### src/rtl/vector_sweep_ctrl.sv
// Sweeps every N_IN-bit vector into two implementations of one function,
// compares their responses after a settle window and records mismatch results.
module vector_sweep_ctrl #(
  parameter int N_IN   = 4,
  parameter int N_OUT  = 5,
  parameter int SETTLE = 2
) (
  input  logic             clk,
  input  logic             rst,
  input  logic             start,
  output logic [N_IN-1:0]  vec_out,
  input  logic [N_OUT-1:0] resp_a,
  input  logic [N_OUT-1:0] resp_b,
  output logic             busy,
  output logic             mismatch,
  output logic [N_IN:0]    err_count,
  output logic             first_fail_valid,
  output logic [N_IN-1:0]  first_fail_vec,
  output logic             done,
  output logic             pass,
  output logic [1:0]       state_dbg
);

  typedef enum logic [1:0] {
    IDLE  = 2'd0,
    DRIVE = 2'd1,
    CHECK = 2'd2,
    DONE  = 2'd3
  } state_t;

  localparam int CW = (SETTLE > 1) ? $clog2(SETTLE) : 1;
  localparam logic [CW-1:0]   CNT_LAST = CW'(SETTLE - 1);
  localparam logic [N_IN-1:0] VEC_LAST = '1;

  state_t            state, state_n;
  logic [CW-1:0]     cnt, cnt_n;
  logic [N_IN-1:0]   vec_n;
  logic [N_IN:0]     err_n;
  logic              ffv_n;
  logic [N_IN-1:0]   ffvec_n;
  logic              mis_n;

  always_ff @(posedge clk) begin
    if (rst) begin
      state            <= IDLE;
      cnt              <= '0;
      vec_out          <= '0;
      err_count        <= '0;
      first_fail_valid <= 1'b0;
      first_fail_vec   <= '0;
      mismatch         <= 1'b0;
    end else begin
      state            <= state_n;
      cnt              <= cnt_n;
      vec_out          <= vec_n;
      err_count        <= err_n;
      first_fail_valid <= ffv_n;
      first_fail_vec   <= ffvec_n;
      mismatch         <= mis_n;
    end
  end

  always_comb begin
    state_n = state;
    cnt_n   = cnt;
    vec_n   = vec_out;
    err_n   = err_count;
    ffv_n   = first_fail_valid;
    ffvec_n = first_fail_vec;
    mis_n   = 1'b0;
    case (state)
      IDLE, DONE: begin
        if (start) begin
          state_n = DRIVE;
          cnt_n   = '0;
          vec_n   = '0;
          err_n   = '0;
          ffv_n   = 1'b0;
          ffvec_n = '0;
        end
      end
      DRIVE: begin
        if (cnt == CNT_LAST) state_n = CHECK;
        else cnt_n = cnt + CW'(1);
      end
      CHECK: begin
        // Case-inequality so X/Z differences on either unit count as failures.
        if (resp_a !== resp_b) begin
          err_n = err_count + (N_IN + 1)'(1);
          mis_n = 1'b1;
          if (!first_fail_valid) begin
            ffv_n   = 1'b1;
            ffvec_n = vec_out;
          end
        end
        if (vec_out == VEC_LAST) begin
          state_n = DONE;
        end else begin
          state_n = DRIVE;
          vec_n   = vec_out + N_IN'(1);
          cnt_n   = '0;
        end
      end
      default: state_n = IDLE;
    endcase
  end

  assign busy      = (state == DRIVE) || (state == CHECK);
  assign done      = (state == DONE);
  assign pass      = (state == DONE) && (err_count == '0);
  assign state_dbg = state;

endmodule
### config.mk
export PLATFORM = sky130hd
export DESIGN_NAME = vector_sweep_ctrl
export DESIGN_NICKNAME = d
export VERILOG_FILES = /design/src/rtl/vector_sweep_ctrl.sv
export SDC_FILE = /design/constraint.sdc
export NUM_CORES = 1
export LEC_CHECK = 0
export CAP_MARGIN = 20
export CORE_UTILIZATION = 46
export CTS_CLUSTER_DIAMETER = 100
export DETAILED_ROUTE_END_ITERATION = 8
export GPL_TIMING_DRIVEN = 0
export PLACE_DENSITY = 0.84
export SYNTH_ARGS = -nofsm -noshare
export SYNTH_HDL_FRONTEND = slang
export SYNTH_SLANG_ARGS = --single-unit
### constraint.sdc
create_clock -name clk -period 2.6 [get_ports clk]
set_clock_uncertainty 0.2 [all_clocks]
set_input_delay 0.26 -clock clk [delete_from_list [all_inputs] [get_ports clk]]
set_output_delay 0.26 -clock clk [all_outputs]
set_load 0.01 [all_outputs]
==> reports/qor.csv, run 1 <==
metric;value;unit
via_per_inst;5.81;
io_pins;33;
p_sw_share;29.4;%
drtIter0Drc;35;
relSlewSlack;62.5;%
ys_seq_area_share;33.3;%
cts_setup_buffers;0;
internal-power;0.427;mW
r2r-start;state_dbg[0]$_SDFFE_PP0P_;
synth_edf_count;0;
grt_pass1_vias;1064;
drt_wl_total;2.75;mm
drv_slew;0;
die_w;50.5;um
register_area;360;um^2
rows;17;
setup_tns;0;ns
hold_depth;1;
crit_start;state_dbg[0]$_SDFFE_PP0P_;
syn_inst;130;
holdBufCountCts;0;
synth_area;1080;um^2
rsz0062_at_grt;false;
p_sw;0.178;mW
r2r_end;err_count[1]$_SDFFE_PP0P_;
critPathCaptureType;flop;
multi_input_area;654;um^2
area_growth;36.1;%
powerDensity;410;nW/um^2
fillers;190;
final_common_cell;clkdlybuf4s50_1;
dieHeight;50.5;um
hp-class;reg2reg;
hold_start;first_fail_vec[3]$_SDFFE_PP0P_;
required;2.62;ns
leakagePower;0.526;nW
clk_pin_slew;0.12;ns
final_cell_mix;clkdlybuf4s50_1 (32), dfxtp_1 (18), nand2_1 (15);
place_ws;0.423;ns
numCtsBuffers;3;
clkLatencyLatePin;0.30;ns
status;completed;
ys_types;41;
critPathMaxStageDelay;0.45;ns
critPathSlowestCell;nor2_1;
vias;1128;
syn_avg_cell_area;8.33;um^2
reg2reg_depth;6;
port_buffers;32;
syn_nets;149;
hold_end;first_fail_vec[3]$_SDFFE_PP0P_;
crit_path_start_kind;flop;
grt_max_degree;11;
timing.final.setup_violations;0;
hold_viol_final;0;
dieArea;2550;um^2
clockBufferDepth;2;
antenna_found_initial;0;
clock_tree.root_cell;clkbuf_4;
cts_tree;built;
crit_type;reg2reg;
dr.pass1.iters;4;
antenna_cells;0;
irDropWorstVdd;0.267;mV
hpwl;2.14;mm
drc;0;
seqPwrFrac;48.3;%
fin_crit_sh;85.5;%
synth_top_cell_area_share;33.3;%
drive_gt1_share;7.23;%
initial_utilization;49.0;%
place_congestion;0.866;
fp.coreArea;2210;um^2
ys_ff_latch;18;
max_clock_freq;0.450;GHz
fin_nets;186;
grt_pass1_wl;4.60;mm
crit_arrival;2.24;ns
htreeDepth;1;
ys_top_cells_by_area;dfxtp_1 (33%), ha_1 (6.9%), nand2_1 (5.2%);
clock-sinks;18;
cts_resized;0;
worst_pin_slew;0.560;ns
dp_cells;190;
synth_ff_type;dfxtp_1;
antenna_left;0;
yosys.area.top_type;dfxtp_1;
synthArstFlopShare;0;%
power.clock.fraction;29.4;%
period_minus_slack;2.22;ns
yosys_warnings;0;
grt_usage;23.7;%
stdcell_count;194;
combPwrFrac;22.3;%
crit_chain;inv_1 > ha_1 > nor2b_2 > nor2_1 > o211ai_1 > a221oi_1;
drv_cap;0;
overflow;0;
rrSetupSlack;0.38;ns
setup_slack;0.376;ns
wl_per_cell;14.2;um
cp_max_fo;7;
layout make-up:
type                    instances  share of cell area [%]
plain buffers                   5                    2.12
clock buffers                   4                    2.46
well taps                      28                    2.37
repair buffers                 32                    21.7
inverters                      10                    2.54
multi-input cells              97                    44.4
flip-flops and latches         18                    24.4
power by group through the flow:
stage / logic (mW) / registers [mW] / clock network [mW]
2_1_floorplan: 0.0742 / 0.299 / 0
6_report: 0.135 / 0.292 / 0.178
3_3_place_gp: 0.130 / 0.298 / 0
5_1_grt: 0.147 / 0.293 / 0.192
4_1_cts: 0.135 / 0.292 / 0.180
3_5_place_dp: 0.134 / 0.299 / 0
stage by stage:
| stage | instance area, um^2 | util, % | hold slack [ns] | power [mW] |
|---|---|---|---|---|
| finish | 1480 | 66.7 | 0.286 | 0.605 |
| global route | 1480 | 66.7 | 0.306 | 0.632 |
| CTS | 1480 | 66.7 | 0.292 | 0.607 |
| detailed placement | 1440 | 65.0 | 0.271 | 0.432 |
| global placement | 1440 | 65.0 | 0.269 | 0.428 |
| floorplan | 1080 | - | 0.251 | 0.374 |
critical path, delay by kind of cell (launching register included):
kind / cells / cell delay [ns]
buffers and inverters: 1 / 0.08
flip-flops: 1 / 0.41
adder cells (fa/ha/maj): 1 / 0.34
AND/OR/NAND/NOR: 2 / 0.67
AO/OA/AOI/OAI: 2 / 0.45
cell families (layout without fill, tap and decap cells):
family,Yosys count,after routing,share of synthesized area (%)
buffers and inverters,15,51,6.35
AND/OR/NAND/NOR,47,47,21.4
flip-flops,18,18,33.3
adder cells (fa/ha/maj),6,6,6.93
multiplexers,1,1,0.924
AO/OA/AOI/OAI,36,36,25.5
XOR/XNOR,7,7,5.66
cells in the mapped netlist (2+ instances only):
master      n
a211oi_1    2
a21oi_1     9
a221oi_1    2
a22o_1      4
clkbuf_1    2
dfxtp_1    18
ha_1        6
inv_1      10
nand2_1    15
nand2b_1    2
nand3_1     4
nand3b_1    2
nand4_1     3
nor2_1     11
nor3_1      2
nor4_1      2
o2111ai_1   2
o21ai_0     6
xnor2_1     5
xor2_1      2
registers in the layout, indices dropped and copies added, names as in the netlist:
signal	count
err_count	5
first_fail_vec	4
vec_out	4
state_dbg	2
cnt	1
first_fail_valid	1
mismatch	1
worst max-delay path by stage:
stage | to | cells past startpoint | slack (ns)
floorplan | first_fail_vec[3]$_SDFFE_PP0P_ | 6 | 0.61
global placement | err_count[4]$_SDFFE_PP0P_ | 5 | 0.46
detailed placement | err_count[4]$_SDFFE_PP0P_ | 5 | 0.42
CTS | busy | 4 | 0.37
global route | pass | 4 | 0.24
finish | err_count[1]$_SDFFE_PP0P_ | 6 | 0.38
per-layer routing:
metal / share of wire [%] / GRT usage, % / vias to the layer above
li1: - / - / 547
met1: 43 / 26.5 / 531
met2: 51 / 44.4 / 41
met3: 5.1 / 4.24 / 9
met4: 1.5 / 7.87 / 0
met5: 0 / 0 / -
Note: power is estimated with default switching activity, not from simulation.
==> run 2: changes to the inputs <==
--- a/config.mk
+++ b/config.mk
@@ -9,7 +9,6 @@
 export CORE_UTILIZATION = 46
 export CTS_CLUSTER_DIAMETER = 100
 export DETAILED_ROUTE_END_ITERATION = 8
-export GPL_TIMING_DRIVEN = 0
 export PLACE_DENSITY = 0.84
 export SYNTH_ARGS = -nofsm -noshare
 export SYNTH_HDL_FRONTEND = slang
==> reports/qor.csv, run 2 (synthesis gave the netlist of run 1 again) <==
metric;value;unit
cp_top_family;buffers and inverters;
hold_viol_final;0;
die_w;50.5;um
drc;0;
cts_setup_buffers;0;
io_pins;33;
clock-sinks;18;
rrSetupSlack;0.39;ns
area_growth;33.3;%
holdBufCountCts;0;
r2r-start;state_dbg[0]$_SDFFE_PP0P_;
hold_ws;0.291;ns
power;0.600;mW
wl_per_cell;14.4;um
period_minus_slack;2.22;ns
powerDensity;415;nW/um^2
crit_arrival;1.76;ns
reg2reg_depth;6;
drt_wl_total;2.72;mm
grt_pass1_wl;4.48;mm
hpwl;2.09;mm
hold_start;first_fail_vec[2]$_SDFFE_PP0P_;
vias;1100;
setup_tns;0;ns
final_cell_mix;clkdlybuf4s50_1 (32), dfxtp_1 (18), nand2_1 (15);
largest_register;err_count;
grt_max_degree;13;
max_clock_freq;0.450;GHz
largest_register_ffs;5;
grt_usage;23.4;%
hold_end;first_fail_vec[2]$_SDFFE_PP0P_;
rsz0062_at_grt;false;
final_common_cell;clkdlybuf4s50_1;
dr.pass1.iters;4;
path_buf_inv;3;
critPathMaxStageDelay;0.54;ns
grt_pass1_vias;1033;
initial_utilization;49.0;%
place_congestion;0.846;
crit_path_start_kind;flop;
numCtsBuffers;3;
overflow;0;
timing.final.setup_violations;0;
via_per_inst;5.82;
fin_crit_sh;85.5;%
fin_nets;181;
port_buffers;32;
required;2.14;ns
drv_cap;0;
cp_common_cell;inv_1;
clk_pin_slew;0.10;ns
antenna_found_initial;0;
drv_slew;0;
fp.coreArea;2210;um^2
worst_pin_slew;0.510;ns
status;completed;
antenna_left;0;
crit_chain;inv_1 > ha_1 > inv_1 > clkdlybuf4s50_1;
r2r_end;err_count[1]$_SDFFE_PP0P_;
dieArea;2550;um^2
cts_resized;0;
top_regs;err_count: 5 flops, first_fail_vec: 4 flops, vec_out: 4 flops;
leakagePower;0.508;nW
critPathSlowestCell;clkdlybuf4s50_1;
hp-class;reg2reg;
drtIter0Drc;28;
dieHeight;50.5;um
irDropWorstVdd;0.274;mV
critPathCaptureType;output port;
clkLatencyLatePin;0.30;ns
clockBufferDepth;2;
cp_max_fo;4;
crit_type;reg2out;
rows;17;
cts_tree;built;
relSlewSlack;65.9;%
hold_depth;1;
antenna_cells;0;
clock_tree.root_cell;clkbuf_4;
drive_gt1_share;5.59;%
htreeDepth;1;
## run 2: per-layer routing
layer  GRT usage (%)  part of all wire, %  wire length, um
met3            3.94                  4.9              133
met2            41.8                   51             1390
met5               0                    0                0
met1            26.4                   42             1150
met4            12.0                  1.9               52
## run 2: power breakdown
part | total (mW) | switching, mW | internal, mW
sequential | 0.293 | 0.00986 | 0.283
clock | 0.175 | 0.0895 | 0.0854
combinational | 0.132 | 0.0752 | 0.0569
total | 0.600 | 0.175 | 0.425
## run 2: worst max-delay path by stage
| stage | startpoint | end | slack (ns) | cells after the start |
|---|---|---|---|---|
| after global routing | state_dbg[0]$_SDFFE_PP0P_ | err_count[1]$_SDFFE_PP0P_ | 0.18 | 6 |
| after detailed placement | state_dbg[0]$_SDFFE_PP0P_ | err_count[1]$_SDFFE_PP0P_ | 0.43 | 6 |
| final | state_dbg[0]$_SDFFE_PP0P_ | busy | 0.38 | 4 |
| after floorplan | state_dbg[0]$_SDFFE_PP0P_ | first_fail_vec[3]$_SDFFE_PP0P_ | 0.61 | 6 |
| after CTS | state_dbg[0]$_SDFFE_PP0P_ | busy | 0.37 | 4 |
| after global placement | rst | first_fail_vec[3]$_SDFFE_PP0P_ | 0.47 | 4 |
## run 2: layout make-up
type                    count  area, um^2
fillers                   194         768
clock buffers               4        36.3
inverters                  10        37.5
well taps                  28        35.0
multi-input cells          97         654
repair buffers             32         320
flip-flops and latches     18         360
## run 2: through the flow
step	setup slack, ns	area [um^2]	instances	utilization (%)
detailed placement	0.428	1410	185	63.6
finish	0.376	1440	189	65.3
CTS	0.370	1440	189	65.3
global placement	0.475	1410	185	63.6
global route	0.178	1440	189	65.3
floorplan	0.605	1080	130	-
